--- config.mk ---
export PLATFORM = sky130hd
export DESIGN_NAME = axi_result_writer
export DESIGN_NICKNAME = d
export VERILOG_FILES = /design/src/rtl/axi_result_writer.sv
export SDC_FILE = /design/constraint.sdc
export NUM_CORES = 1
export LEC_CHECK = 0
export CAP_MARGIN = 10
export CORE_AREA = 3 3 512 514
export CTS_CLUSTER_DIAMETER = 120
export DETAILED_ROUTE_END_ITERATION = 10
export DIE_AREA = 0 0 515 517
export PLACE_DENSITY = 0.34
export SLEW_MARGIN = 20
export SYNTH_ARGS = -nofsm -noshare
export SYNTH_HDL_FRONTEND = slang
export SYNTH_SLANG_ARGS = --single-unit
--- constraint.sdc ---
create_clock -name clk -period 7.9 [get_ports clk]
set_clock_uncertainty 0.1 [all_clocks]
set_input_delay 1.58 -clock clk [delete_from_list [all_inputs] [get_ports clk]]
set_output_delay 1.58 -clock clk [all_outputs]
set_load 0.05 [all_outputs]
--- src/rtl/axi_result_writer.sv ---
// axi_result_writer: AXI4 write master that drains the 512-bit result stream
// into memory as 4 KB-safe INCR bursts and pulses ctrl_done after the last B.
module axi_result_writer #(
  parameter int unsigned C_ADDR_WIDTH      = 64,
  parameter int unsigned C_DATA_WIDTH      = 512,
  parameter int unsigned C_MAX_BURST       = 64,
  parameter int unsigned C_MAX_OUTSTANDING = 16
) (
  input  logic                      clk,
  input  logic                      reset,
  input  logic                      ctrl_start,
  input  logic [C_ADDR_WIDTH-1:0]   ctrl_addr_offset,
  input  logic [63:0]               ctrl_xfer_size_in_bytes,
  output logic                      ctrl_done,
  input  logic                      s_axis_tvalid,
  output logic                      s_axis_tready,
  input  logic [C_DATA_WIDTH-1:0]   s_axis_tdata,
  output logic                      m_axi_awvalid,
  input  logic                      m_axi_awready,
  output logic [C_ADDR_WIDTH-1:0]   m_axi_awaddr,
  output logic [7:0]                m_axi_awlen,
  output logic [2:0]                m_axi_awsize,
  output logic [1:0]                m_axi_awburst,
  output logic                      m_axi_wvalid,
  input  logic                      m_axi_wready,
  output logic [C_DATA_WIDTH-1:0]   m_axi_wdata,
  output logic [C_DATA_WIDTH/8-1:0] m_axi_wstrb,
  output logic                      m_axi_wlast,
  input  logic                      m_axi_bvalid,
  output logic                      m_axi_bready
);

  localparam int unsigned BEAT_W = 58;
  localparam int unsigned LEN_W  = 7;
  localparam int unsigned PTR_W  = $clog2(C_MAX_OUTSTANDING);
  localparam int unsigned CNT_W  = PTR_W + 1;

  typedef enum logic {IDLE, RUN} state_t;

  state_t                  state;
  logic [C_ADDR_WIDTH-1:0] addr;
  logic [BEAT_W-1:0]       beats_rem;
  logic [BEAT_W-1:0]       issued;
  logic [BEAT_W-1:0]       acked;
  logic [LEN_W-1:0]        fifo_mem [C_MAX_OUTSTANDING];
  logic [PTR_W-1:0]        wr_ptr;
  logic [PTR_W-1:0]        rd_ptr;
  logic [CNT_W-1:0]        fifo_cnt;
  logic [LEN_W-1:0]        wbeat;

  logic                    aw_fire, w_fire, w_pop, b_fire, w_active;
  logic [LEN_W-1:0]        aw_len, head_len, start_len, next_len;
  logic [C_ADDR_WIDTH-1:0] start_addr, n_addr;
  logic [BEAT_W-1:0]       start_beats, n_rem, n_issued, n_acked, n_out;
  logic [CNT_W-1:0]        n_fifo_cnt;

  // Beats of the next burst: limited by what is left, the burst cap and the 4 KB page
  function automatic logic [LEN_W-1:0] burst_len(input logic [5:0] page_beat,
                                                 input logic [BEAT_W-1:0] rem);
    logic [BEAT_W-1:0] n;
    logic [BEAT_W-1:0] room;
    room = BEAT_W'(7'd64 - {1'b0, page_beat});
    n = rem;
    if (n > BEAT_W'(C_MAX_BURST)) n = BEAT_W'(C_MAX_BURST);
    if (n > room) n = room;
    return LEN_W'(n);
  endfunction

  assign m_axi_awsize  = 3'd6;
  assign m_axi_awburst = 2'b01;
  assign m_axi_wstrb   = '1;
  assign m_axi_wdata   = s_axis_tdata;
  assign m_axi_bready  = reset;

  // Handshakes, W pass-through and next-cycle bookkeeping values
  always_comb begin
    w_active    = (fifo_cnt != '0);
    head_len    = fifo_mem[rd_ptr];
    m_axi_wvalid  = s_axis_tvalid & w_active;
    s_axis_tready = m_axi_wready & w_active;
    m_axi_wlast   = w_active && (wbeat == head_len - LEN_W'(1));
    aw_fire = m_axi_awvalid & m_axi_awready;
    w_fire  = m_axi_wvalid & m_axi_wready;
    w_pop   = w_fire & m_axi_wlast;
    b_fire  = m_axi_bvalid & m_axi_bready;
    aw_len  = LEN_W'(m_axi_awlen) + LEN_W'(1);

    start_addr  = ctrl_addr_offset & ~C_ADDR_WIDTH'(63);
    start_beats = BEAT_W'(ctrl_xfer_size_in_bytes[63:6]) +
                  BEAT_W'(|ctrl_xfer_size_in_bytes[5:0]);
    start_len   = burst_len(start_addr[11:6], start_beats);

    n_addr = addr;
    n_rem  = beats_rem;
    if (aw_fire) begin
      n_addr = addr + C_ADDR_WIDTH'({aw_len, 6'b0});
      n_rem  = beats_rem - BEAT_W'(aw_len);
    end
    n_issued   = issued + BEAT_W'(aw_fire);
    n_acked    = acked + BEAT_W'(b_fire);
    n_out      = n_issued - n_acked;
    n_fifo_cnt = fifo_cnt + CNT_W'(aw_fire) - CNT_W'(w_pop);
    next_len   = burst_len(n_addr[11:6], n_rem);
  end

  // Burst-length FIFO storage, one entry per accepted AW
  always_ff @(posedge clk) begin
    if (aw_fire) fifo_mem[wr_ptr] <= aw_len;
  end

  // Command FSM, AW engine, W beat counter and completion
  always_ff @(posedge clk) begin
    if (!reset) begin
      state         <= IDLE;
      addr          <= '0;
      beats_rem     <= '0;
      issued        <= '0;
      acked         <= '0;
      m_axi_awvalid <= 1'b0;
      m_axi_awaddr  <= '0;
      m_axi_awlen   <= '0;
      wr_ptr        <= '0;
      rd_ptr        <= '0;
      fifo_cnt      <= '0;
      wbeat         <= '0;
      ctrl_done     <= 1'b0;
    end else begin
      ctrl_done <= 1'b0;
      if (aw_fire) wr_ptr <= wr_ptr + PTR_W'(1);
      if (w_pop) rd_ptr <= rd_ptr + PTR_W'(1);
      fifo_cnt <= n_fifo_cnt;
      if (w_fire) wbeat <= w_pop ? '0 : wbeat + LEN_W'(1);
      case (state)
        IDLE: begin
          if (ctrl_start) begin
            addr          <= start_addr;
            beats_rem     <= start_beats;
            issued        <= '0;
            acked         <= '0;
            m_axi_awvalid <= (start_beats != '0);
            m_axi_awaddr  <= start_addr;
            m_axi_awlen   <= (start_beats != '0) ? 8'(start_len) - 8'd1 : 8'd0;
            state         <= RUN;
          end
        end
        RUN: begin
          addr      <= n_addr;
          beats_rem <= n_rem;
          issued    <= n_issued;
          acked     <= n_acked;
          // Present the next burst once the current one is accepted (or none is pending)
          if (!m_axi_awvalid || aw_fire) begin
            m_axi_awvalid <= (n_rem != '0) && (n_out < BEAT_W'(C_MAX_OUTSTANDING));
            m_axi_awaddr  <= n_addr;
            m_axi_awlen   <= (n_rem != '0) ? 8'(next_len) - 8'd1 : 8'd0;
          end
          if ((n_rem == '0) && (n_fifo_cnt == '0) && (n_acked == n_issued)) begin
            ctrl_done     <= 1'b1;
            m_axi_awvalid <= 1'b0;
            issued        <= '0;
            acked         <= '0;
            state         <= IDLE;
          end
        end
        default: state <= IDLE;
      endcase
    end
  end

endmodule
=== Yosys cells after proc, flatten, opt, wreduce, memory -nomap -nowiden ===
Memory sizes are Yosys's and may differ from the RTL's. A register that Yosys moved wholly into a read port is not among the register bits.
Cells that the tools add are included.

* Bits in registers: 333
* RAM bits: 112
* Bits of input ports: 647
* Output and inout bits: 659
* Memories: 1

{| class="wikitable"
|+ Memory list
! memory !! words !! bits a word !! read ports !! clocked after Yosys merged registers in !! write ports !! RTL line !! RTL
|-
| fifo_mem || 16 || 7 || 1 || 1 || 1 || 45 || <nowiki>logic [LEN_W-1:0] fifo_mem [C_MAX_OUTSTANDING];</nowiki>
|}

* Equality and inequality tests: 5
* Reductions and logical operators: 15
* $lt $le $gt $ge: 5
* Bitwise operators: 7
* Add/sub/neg operators: 17
* Mux-type cells: 35

{| class="wikitable"
|+ Operators by type and width
! operator !! number
|-
| 2-to-1 mux 58 bit || 7
|-
| case mux 58 bit (2 select lines) || 3
|-
| case mux 64 bit (2 select lines) || 2
|-
| 2-to-1 mux 64 bit || 3
|-
| adder 58 x 1 -> 58 bit || 3
|-
| greater-than comparator 58 bit || 2
|-
| greater-than comparator 58 x 7 -> 1 bit, second input constant || 2
|-
| nonzero test 58 bit || 2
|-
| adder 64 x 13 -> 64 bit || 1
|-
| equality test 58 bit || 1
|-
| zero test 58 bit || 1
|-
| < comparator 58 x 5 -> 1 bit, second input constant || 1
|-
| subtractor 58 bit || 1
|-
| subtractor 58 x 7 -> 58 bit || 1
|-
| 2-to-1 mux 8 bit || 4
|-
| 2-to-1 mux 7 bit || 3
|-
| case mux 8 bit (2 select lines) || 1
|-
| subtractor 7 x 1 -> 8 bit, second input constant || 2
|-
| subtractor 7 x 6 -> 8 bit, first input constant || 2
|-
| adder 7 x 1 -> 7 bit, second input constant || 2
|-
| adder 4 x 1 -> 4 bit, second input constant || 2
|-
| 2-to-1 mux 1 bit || 8
|-
| 2-to-1 mux 4 bit || 2
|-
| equality test 7 bit || 1
|-
| other kinds (16) || 27
|}

=== Longest topological paths before layout ===
Gate-level depths: netlist (run 1).

* Depth after elaboration: 11
* Gate-level depth with buffers: 34
* Gate-level depth less buffers: 33

=== Worst setup path before layout (run 1) ===
Ideal clock, no wire load.

* Path kind: input-to-reg
* Start point: input ctrl_xfer_size_in_bytes[2]
* End point: register m_axi_awlen[6]
* Setup time: 136 ps
* Arrival time: 7883 ps
* Cell stages on the path: 33
* Buffers on the path: 3
* Slack: -219 ps
* Cell sequence: nor4_1 -> nand2_1 -> ha_1 -> ha_1 -> and4_1 -> clkbuf_1 -> nand4_1 -> nor4_1 -> xnor2_1 -> nand4_1 -> or4_1 -> or4_1 -> or4_4 -> clkbuf_1 -> nor2_1 -> ha_1 -> nor2b_1 -> o21a_1 -> o21a_1 -> o21ai_0 -> nand2b_1 -> a21oi_1 -> nor2b_1 -> o22a_1 -> clkbuf_1 -> mux2i_1 -> ha_1 -> nand2_1 -> nor3_1 -> xnor2_1 -> a21oi_1 -> o21ai_1 -> a31oi_1

* Word-level cells in the longest chain between the ends: 10
* Elaborated cells on any way between the ends: 11
* Classes of those cells: 2 x add/sub; 2 x order compare; 5 x mux; 2 x reduce/logical

{| class="wikitable"
|+ RTL lines
! what !! RTL line !! RTL
|-
| start, declared || 13 || <nowiki>input logic [63:0] ctrl_xfer_size_in_bytes,</nowiki>
|-
| OR reduction 6 bit * || 90 || <nowiki>BEAT_W'(|ctrl_xfer_size_in_bytes[5:0]);</nowiki>
|-
| adder 58 x 1 -> 58 bit * || 89 || <nowiki>start_beats = BEAT_W'(ctrl_xfer_size_in_bytes[63:6]) +</nowiki>
|-
| greater-than comparator 58 x 7 -> 1 bit || 64 || <nowiki>if (n > BEAT_W'(C_MAX_BURST)) n = BEAT_W'(C_MAX_BURST);</nowiki>
|-
| 2-to-1 mux 58 bit || 64 ||
|-
| greater-than comparator 58 bit || 65 || <nowiki>if (n > room) n = room;</nowiki>
|-
| 2-to-1 mux 7 bit || 65 ||
|-
| subtractor 7 x 1 -> 8 bit || 142 || <nowiki>m_axi_awlen <= (start_beats != '0) ? 8'(start_len) - 8'd1 : 8'd0;</nowiki>
|-
| 2-to-1 mux 8 bit * || 142 ||
|-
| 2-to-1 mux 8 bit * || 135 || <nowiki>if (ctrl_start) begin</nowiki>
|-
| case mux 8 bit (2 select lines) * || 133 || <nowiki>case (state)</nowiki>
|-
| end signal, assigned || 142 ||
|-
| end signal, assigned || 155 || <nowiki>m_axi_awlen <= (n_rem != '0) ? 8'(next_len) - 8'd1 : 8'd0;</nowiki>
|-
| end, declared || 21 || <nowiki>output logic [7:0] m_axi_awlen,</nowiki>
|}

Every way passes the cells marked *; elsewhere a longest branch is shown, timed or not. The select of a mux whose other input is x is not followed.
A chain may end at the register's enable or synchronous reset.

=== Worst setup path after layout (run 1) ===
* Start point: input ctrl_xfer_size_in_bytes[0]
* End point: register m_axi_awlen[4]

The elaborated chain is that of the path after synthesis.

==> out/results.tsv, run 1 <==
stage	metric	value	unit
run_status	status	completed	
synth	synth-main-ff-cell	dfxtp_1	
power_and_ir_drop	powerDensity	163	mW/mm^2
critical_path	path_max_fanout	6	
floorplanning	die_w	515	um
timing	slew_violations	0	
timing	rsz0062_at_grt	yes	
clock_network	cts_max_level	2	
layout	final_util	0.167	
floorplanning	core_area	0.257	sq mm
clock_network	clk-insertion-delay-late	0.69	ns
layout	design_area	0.0430	sq mm
power_and_ir_drop	swShare	0.333	
critical_path	required	8.32	ns
critical_path	worstSetupEndpointType	flop	
route	antenna_left	0	
global_route	gr-total-overflow	0	
clock_network	path_clk_slew	0.06	ns
route	drcViolationCount	0	
floorplanning	die-area	0.266	sq mm
critical_path	ff2ff_setup_slack	0.40	ns
clock_network	cts_made_buffers	60	
timing	setup_violations	0	
timing	fin_tns_setup	0	ns
synth	synth_fa_ha_area_frac	0.0411	
synth	synthTopCellsByArea	dfxtp_1 (20%), buf_4 (13%), edfxtp_1 (9.8%), nand2_1 (4.7%), xnor2_1 (4.7%)	
layout	final_layout_size_suffix_gt1_frac	0.196	
clock_network	cts_tree	built	
global_route	antenna_found_initial	9	
synth	synthCells	4256	
global_route	grt_pass1_vias	30900	
global_route	track_usage	0.105	
power_and_ir_drop	pwr-share-clk	0.395	
clock_network	cts_root_buf	clkbuf_16	
power_and_ir_drop	p_comb_frac	0.238	
synth	synth_top_area_frac	0.196	
placement	dpl-instance-area	0.0406	sq mm
route	drt_iter0_markers	1814	
route	avgRoutedWirePerCell	18.7	um
route	vias	30747	
critical_path	regToRegStartpoint	m_axi_awlen[0]	
clock_network	hold_buffers	0	
timing	max_slew_margin	0.314	
floorplanning	start_util	0.134	
synth	synth_compound_area_frac	0.163	
power_and_ir_drop	pwr-share-seq	0.367	
critical_path	critPathMaxStageDelay	0.57	ns
power_and_ir_drop	power.switching	2330	uW
synth	synth-seq-area-share	0.294	
critical_path	r2r_cells	33	
critical_path	cp_slowest_cell	or4_4	
timing	post-route-period-util	0.973	
critical_path	crit_end	m_axi_awlen[4]	
critical_path	criticalPathCategory	in2reg	
layout	final_cell_mix	buf_4 (597), nand2_1 (431), nor2_1 (364), dfxtp_1 (333), a21oi_1 (263)	
floorplanning	pin_count	1306	
synth	avgSynthCellArea	8.08	sq um
timing	fin_ws	0.215	ns
route	vias_per_cell	3.92	
job	maxCapViolations	0	
synth	yosys-mux-area-fraction	0.0373	
synth	synth_xor_area_frac	0.0827	
hold_path	hold_path_class	reg2reg	
timing	holdWs	0.355	ns
timing	hold_viol_final	0	
power_and_ir_drop	p_leak	0.0162	uW
route	firstDrtPassIters	7	
placement	gp_congestion	0.813	
synth	synthArstFlopShare	0	
layout	layout.nets	5172	
critical_path	start_kind	input port	
layout	area_growth	25.0	%
synth	ys_ff_latch	449	
route	wirelength	147	mm
critical_path	crit_path_start	ctrl_xfer_size_in_bytes[0]	
layout	mostFrequentLayoutCell	buf_4	
placement	hpwl	112	mm
timing	max_freq	0.130	GHz
critical_path	cpMostUsedCell	or4_4	
floorplanning	rows	186	
clock_network	clockBufferDepth	3	
synth	synth_top_family_by_area	simple AND/OR/NAND/NOR gates	
placement	port_buffers	206	
synth	syn_area	0.0344	sq mm
critical_path	critPathArrivalTime	8.11	ns
global_route	grt_pass1_wl	212	mm
synth	synthSimpleGateAreaFrac	0.219	
power_and_ir_drop	ir_drop	0.184	mV
placement	place_ws	-0.865	ns
power_and_ir_drop	internal_power	4670	uW
synth	yosys.area.top_type	dfxtp_1	
synth	yosysUniqueCellTypes	103	
floorplanning	fp.dieH	517	um
critical_path	regToRegEndpoint	m_axi_awlen[4]	
clock_network	cts.sinks	449	
timing	min_period	7.68	ns
synth	synth_edf_count	112	
synth	ys_warn_count	0	
global_route	grt_max_degree	117	
timing	worst_pin_slew	1.03	ns
## flip-flops by register name, summed over array words and instances (netlist names), 4 cells and up, named ones only
name          cells
m_axi_awlen       8
rd_ptr            4
fifo_mem        112
beats_rem        58
addr             64
m_axi_awaddr     64
wbeat             7
issued           58
acked            58
wr_ptr            4
fifo_cnt          5
## logic make-up after synthesis
kind of cell,count (synthesis)
AND/OR/NAND/NOR,1543
buffers and inverters,893
AO/OA/AOI/OAI,852
flip-flops,449
XOR/XNOR,322
adder cells (fa/ha/maj),112
multiplexers,83
other,2
## power groups by stage
stage	Sequential [uW]	Clock, uW	Combinational, uW
final	2570	2770	1660
after global routing	2590	2970	1810
after CTS	2570	2900	1650
after detailed placement	2620	0	1640
after global placement	2620	0	1650
after floorplan	2690	0	1580
## synth_stat cells (all sizes together) (18+ instances only)
cell	count
buf	626
nand2	435
nor2	370
dfxtp	337
a21oi	264
nand3	186
xnor2	184
clkbuf	167
o21ai	140
xor2	137
edfxtp	112
ha	105
nor3	104
inv	99
nand4	99
and3	94
a21o	65
nor4	46
a31oi	44
a22oi	42
mux2i	36
and2	35
mux4	35
o211ai	35
or3	32
nor2b	29
a2bb2oi	28
a211oi	26
o31ai	25
and4	24
nand2b	21
o21a	20
or2	18
## final cells by class
| type | instances | area (sq um) |
|---|---|---|
| Fill cell | 29176 | 214000 |
| Clock inverter | 27 | 299 |
| Inverter | 100 | 389 |
| Multi-Input combinational cell | 2981 | 19300 |
| Clock buffer | 84 | 1660 |
| Antenna cell | 1 | 2.50 |
| Tap cell | 3384 | 4230 |
| Timing Repair Buffer | 825 | 6960 |
| Sequential cell | 449 | 10100 |
## metal layers
| metal | global-route usage | part of all wire | routed length (um) | vias to the layer above |
|---|---|---|---|---|
| li1 | - | - | - | 14838 |
| met1 | 0.135 | 0.45 | 65500 | 14683 |
| met2 | 0.173 | 0.46 | 67700 | 945 |
| met3 | 0.0264 | 0.060 | 8850 | 267 |
| met4 | 0.0297 | 0.029 | 4190 | 14 |
| met5 | 0.00379 | 0.0012 | 179 | - |
## worst max-delay path, delay by kind of cell
family	cells	cell delay (ns)
compound gates	9	1.47
mux	1	0.32
fa+ha+maj	3	0.66
xor+xnor	1	0.12
buf+inv	2	0.63
simple gates	14	3.30
## repair_timing
item                                    CTS  global route
pin swaps                                 0            19
endpoints found under the setup margin    3           119
resized for setup                         5            61
cloned                                    0             2
buffers inserted                          0             5
## how the worst min path moves through the flow
stage,from,end,slack (ns),cells past startpoint
floorplan,addr[28],addr[28],0.33,2
global placement,addr[28],addr[28],0.34,2
detailed placement,addr[28],addr[28],0.34,2
CTS,addr[28],addr[28],0.35,2
global route,m_axi_awaddr[8],m_axi_awaddr[8],0.37,2
finish,addr[28],addr[28],0.35,2
## metrics by stage
stage | instances | total power [uW]
2_1_floorplan | 4323 | 4260
3_3_place_gp | 7733 | 4270
3_5_place_dp | 7733 | 4270
4_1_cts | 7843 | 7130
5_1_grt | 7850 | 7370
6_report | 7851 | 7000
Power figures use the tool's default switching activity.
==> inputs of run 2 (changes only) <==
--- a/config.mk
+++ b/config.mk
@@ -5,7 +5,6 @@
 export SDC_FILE = /design/constraint.sdc
 export NUM_CORES = 1
 export LEC_CHECK = 0
-export CAP_MARGIN = 10
 export CORE_AREA = 3 3 512 514
 export CTS_CLUSTER_DIAMETER = 120
 export DETAILED_ROUTE_END_ITERATION = 10
==> constraint.sdc (replaced) <==
create_clock -name clk -period 7.9 [get_ports clk]
set_clock_uncertainty 0.1 [all_clocks]
set_input_delay 0.79 -clock clk [delete_from_list [all_inputs] [get_ports clk]]
set_output_delay 0.79 -clock clk [all_outputs]
set_load 0.05 [all_outputs]
==> run 2 against run 1 <==
Die area unchanged. Routed wire length down 2.4%. Flip-flop and latch count unchanged. Total power up 1.1%. Cell count down 4.2%. Cell area down 6.0%. Core utilization down 1.0 points. Largest cell class unchanged.
==> out/results.tsv, run 2 (synthesis results as in run 1) <==
stage	metric	value	unit	change
layout	top_register	fifo_mem		
hold_path	hold_path_class	reg2reg		
route	drt_iter0_markers	1889		+4.1%
critical_path	regToRegStartpoint	m_axi_awlen[2]		
global_route	grt_pass1_vias	29720		-3.8%
floorplanning	start_util	0.134		unchanged
critical_path	cpMostUsedCell	buf_4		
route	firstDrtPassIters	5		-2
route	drcViolationCount	0		unchanged
placement	gp_congestion	0.831		+2.2%
timing	hold_viol_final	0		unchanged
global_route	grt_pass1_wl	207	mm	-2.3%
layout	final_cell_mix	nand2_1 (432), nor2_1 (367), dfxtp_1 (331), buf_4 (277), a21oi_1 (264)		
clock_network	hold_buffers	0		unchanged
timing	setup_violations	0		unchanged
power_and_ir_drop	p_leak	0.0147	uW	-9.7%
floorplanning	die_w	515	um	unchanged
hold_path	hp-start	m_axi_awaddr[33]		
layout	largest_reg_flops	112		unchanged
job	maxCapViolations	0		unchanged
floorplanning	fp.dieH	517	um	unchanged
critical_path	start_kind	flop		
route	avgRoutedWirePerCell	19.0	um	+1.8%
route	antenna_left	0		unchanged
timing	fin_tns_setup	0	ns	unchanged
clock_network	cts_made_buffers	61		+1.7%
floorplanning	pin_count	1306		unchanged
route	vias_per_cell	3.97		+1.3%
clock_network	cts.sinks	449		unchanged
critical_path	worstSetupEndpointType	flop		
layout	top_regs	fifo_mem: 112 flops, addr: 64 flops, m_axi_awaddr: 64 flops		
clock_network	clk-insertion-delay-late	0.69	ns	about the same
critical_path	critPathMaxStageDelay	0.64	ns	+0.07 ns
floorplanning	core_area	0.257	sq mm	unchanged
global_route	grt_max_degree	116		-0.85%
timing	slew_violations	0		unchanged
critical_path	path_max_fanout	16		+10
timing	max_slew_margin	0.284		-0.0291
global_route	track_usage	0.103		-0.00251
power_and_ir_drop	ir_drop	0.168	mV	-8.9%
timing	min_period	7.52	ns	-0.160 ns
timing	rsz0062_at_grt	yes		
layout	final_layout_size_suffix_gt1_frac	0.126		-0.0701
layout	layout.nets	4848		-6.3%
clock_network	cts_root_buf	clkbuf_16		
critical_path	cp_slowest_cell	or4_1		
critical_path	crit_path_start	m_axi_awlen[2]		
route	wirelength	143	mm	-2.4%
timing	post-route-period-util	0.952		-0.0203
power_and_ir_drop	powerDensity	175	mW/mm^2	+7.6%
layout	mostFrequentLayoutCell	nand2_1		
placement	hpwl	109	mm	-3.3%
clock_network	clockBufferDepth	3		unchanged
floorplanning	rows	186		unchanged
critical_path	required	8.39	ns	+0.07 ns
critical_path	criticalPathCategory	reg2reg		
clock_network	cts_tree	built		
global_route	antenna_found_initial	7		-2
route	vias	29863		-2.9%
timing	max_freq	0.133	GHz	+2.1%
global_route	gr-total-overflow	0		unchanged
floorplanning	die-area	0.266	sq mm	unchanged
placement	port_buffers	206		unchanged
layout	area_growth	17.5	%	
clock_network	cts_max_level	2		unchanged
layout	final_util	0.157		-0.00999
clock_network	path_clk_slew	0.06	ns	about the same
power_and_ir_drop	power	7080	uW	+1.1%
run_status	status	completed		
critical_path	critPathArrivalTime	8.01	ns	-0.10 ns
timing	worst_pin_slew	1.06	ns	+0.0288 ns
run 2: layout make-up:
cell class                      instances  area, sq um
Fill cell                           29287       217000
Clock buffer                           79         1680
Timing Repair Buffer                  500         4480
Sequential cell                       449        10100
Tap cell                             3384         4230
Antenna cell                            1         2.50
Multi-Input combinational cell       2981        19100
Clock inverter                         31          389
Inverter                              100          383
run 2: per-layer routing:
| layer | global-route usage | vias up | part of all wire |
|---|---|---|---|
| li1 | - | 14154 | - |
| met1 | 0.133 | 14467 | 0.45 |
| met2 | 0.165 | 962 | 0.45 |
| met3 | 0.0258 | 270 | 0.061 |
| met4 | 0.0331 | 10 | 0.032 |
| met5 | 0.00577 | - | 0.0014 |
run 2: what timing repair did:
action                                  CTS  global route
endpoints found under the setup margin    4             9
pin swaps                                 0             1
setup buffers                             0             2
gates resized for setup                   2            14
run 2: stage by stage:
step                      cell area, sq um  hold slack, ns  cells  setup slack [ns]
after floorplan                      34600           0.332   4323             0.188
after global placement               38200           0.342   7412            -0.396
after detailed placement             38200           0.350   7412            -0.268
after CTS                            40300           0.359   7522            0.0621
after global routing                 40400           0.368   7524           -0.0431
final                                40400           0.354   7525             0.376
run 2: path summary, 6_finish.rpt:
check | end | slack, ns | cells after the start
setup / recovery | m_axi_awlen[4] | 0.38 | 34
hold / removal | m_axi_awaddr[33] | 0.35 | 2
setup reg to reg | m_axi_awlen[4] | 0.38 | 34
hold reg to reg | m_axi_awaddr[33] | 0.35 | 2
run 2: report_power, final:
part / switching [uW] / internal (uW)
Sequential: 102 / 2470
Combinational: 1050 / 560
Clock: 1200 / 1700
Total: 2360 / 4730
run 2: worst max-delay path, delay by kind of cell, from the launching register on:
family | cells | cell delay (ns)
AND/OR/NAND/NOR | 11 | 2.30
AO/OA/AOI/OAI | 15 | 2.81
adder cells (fa/ha/maj) | 3 | 0.92
flip-flops | 1 | 0.36
XOR/XNOR | 1 | 0.18
buffers and inverters | 4 | 0.75
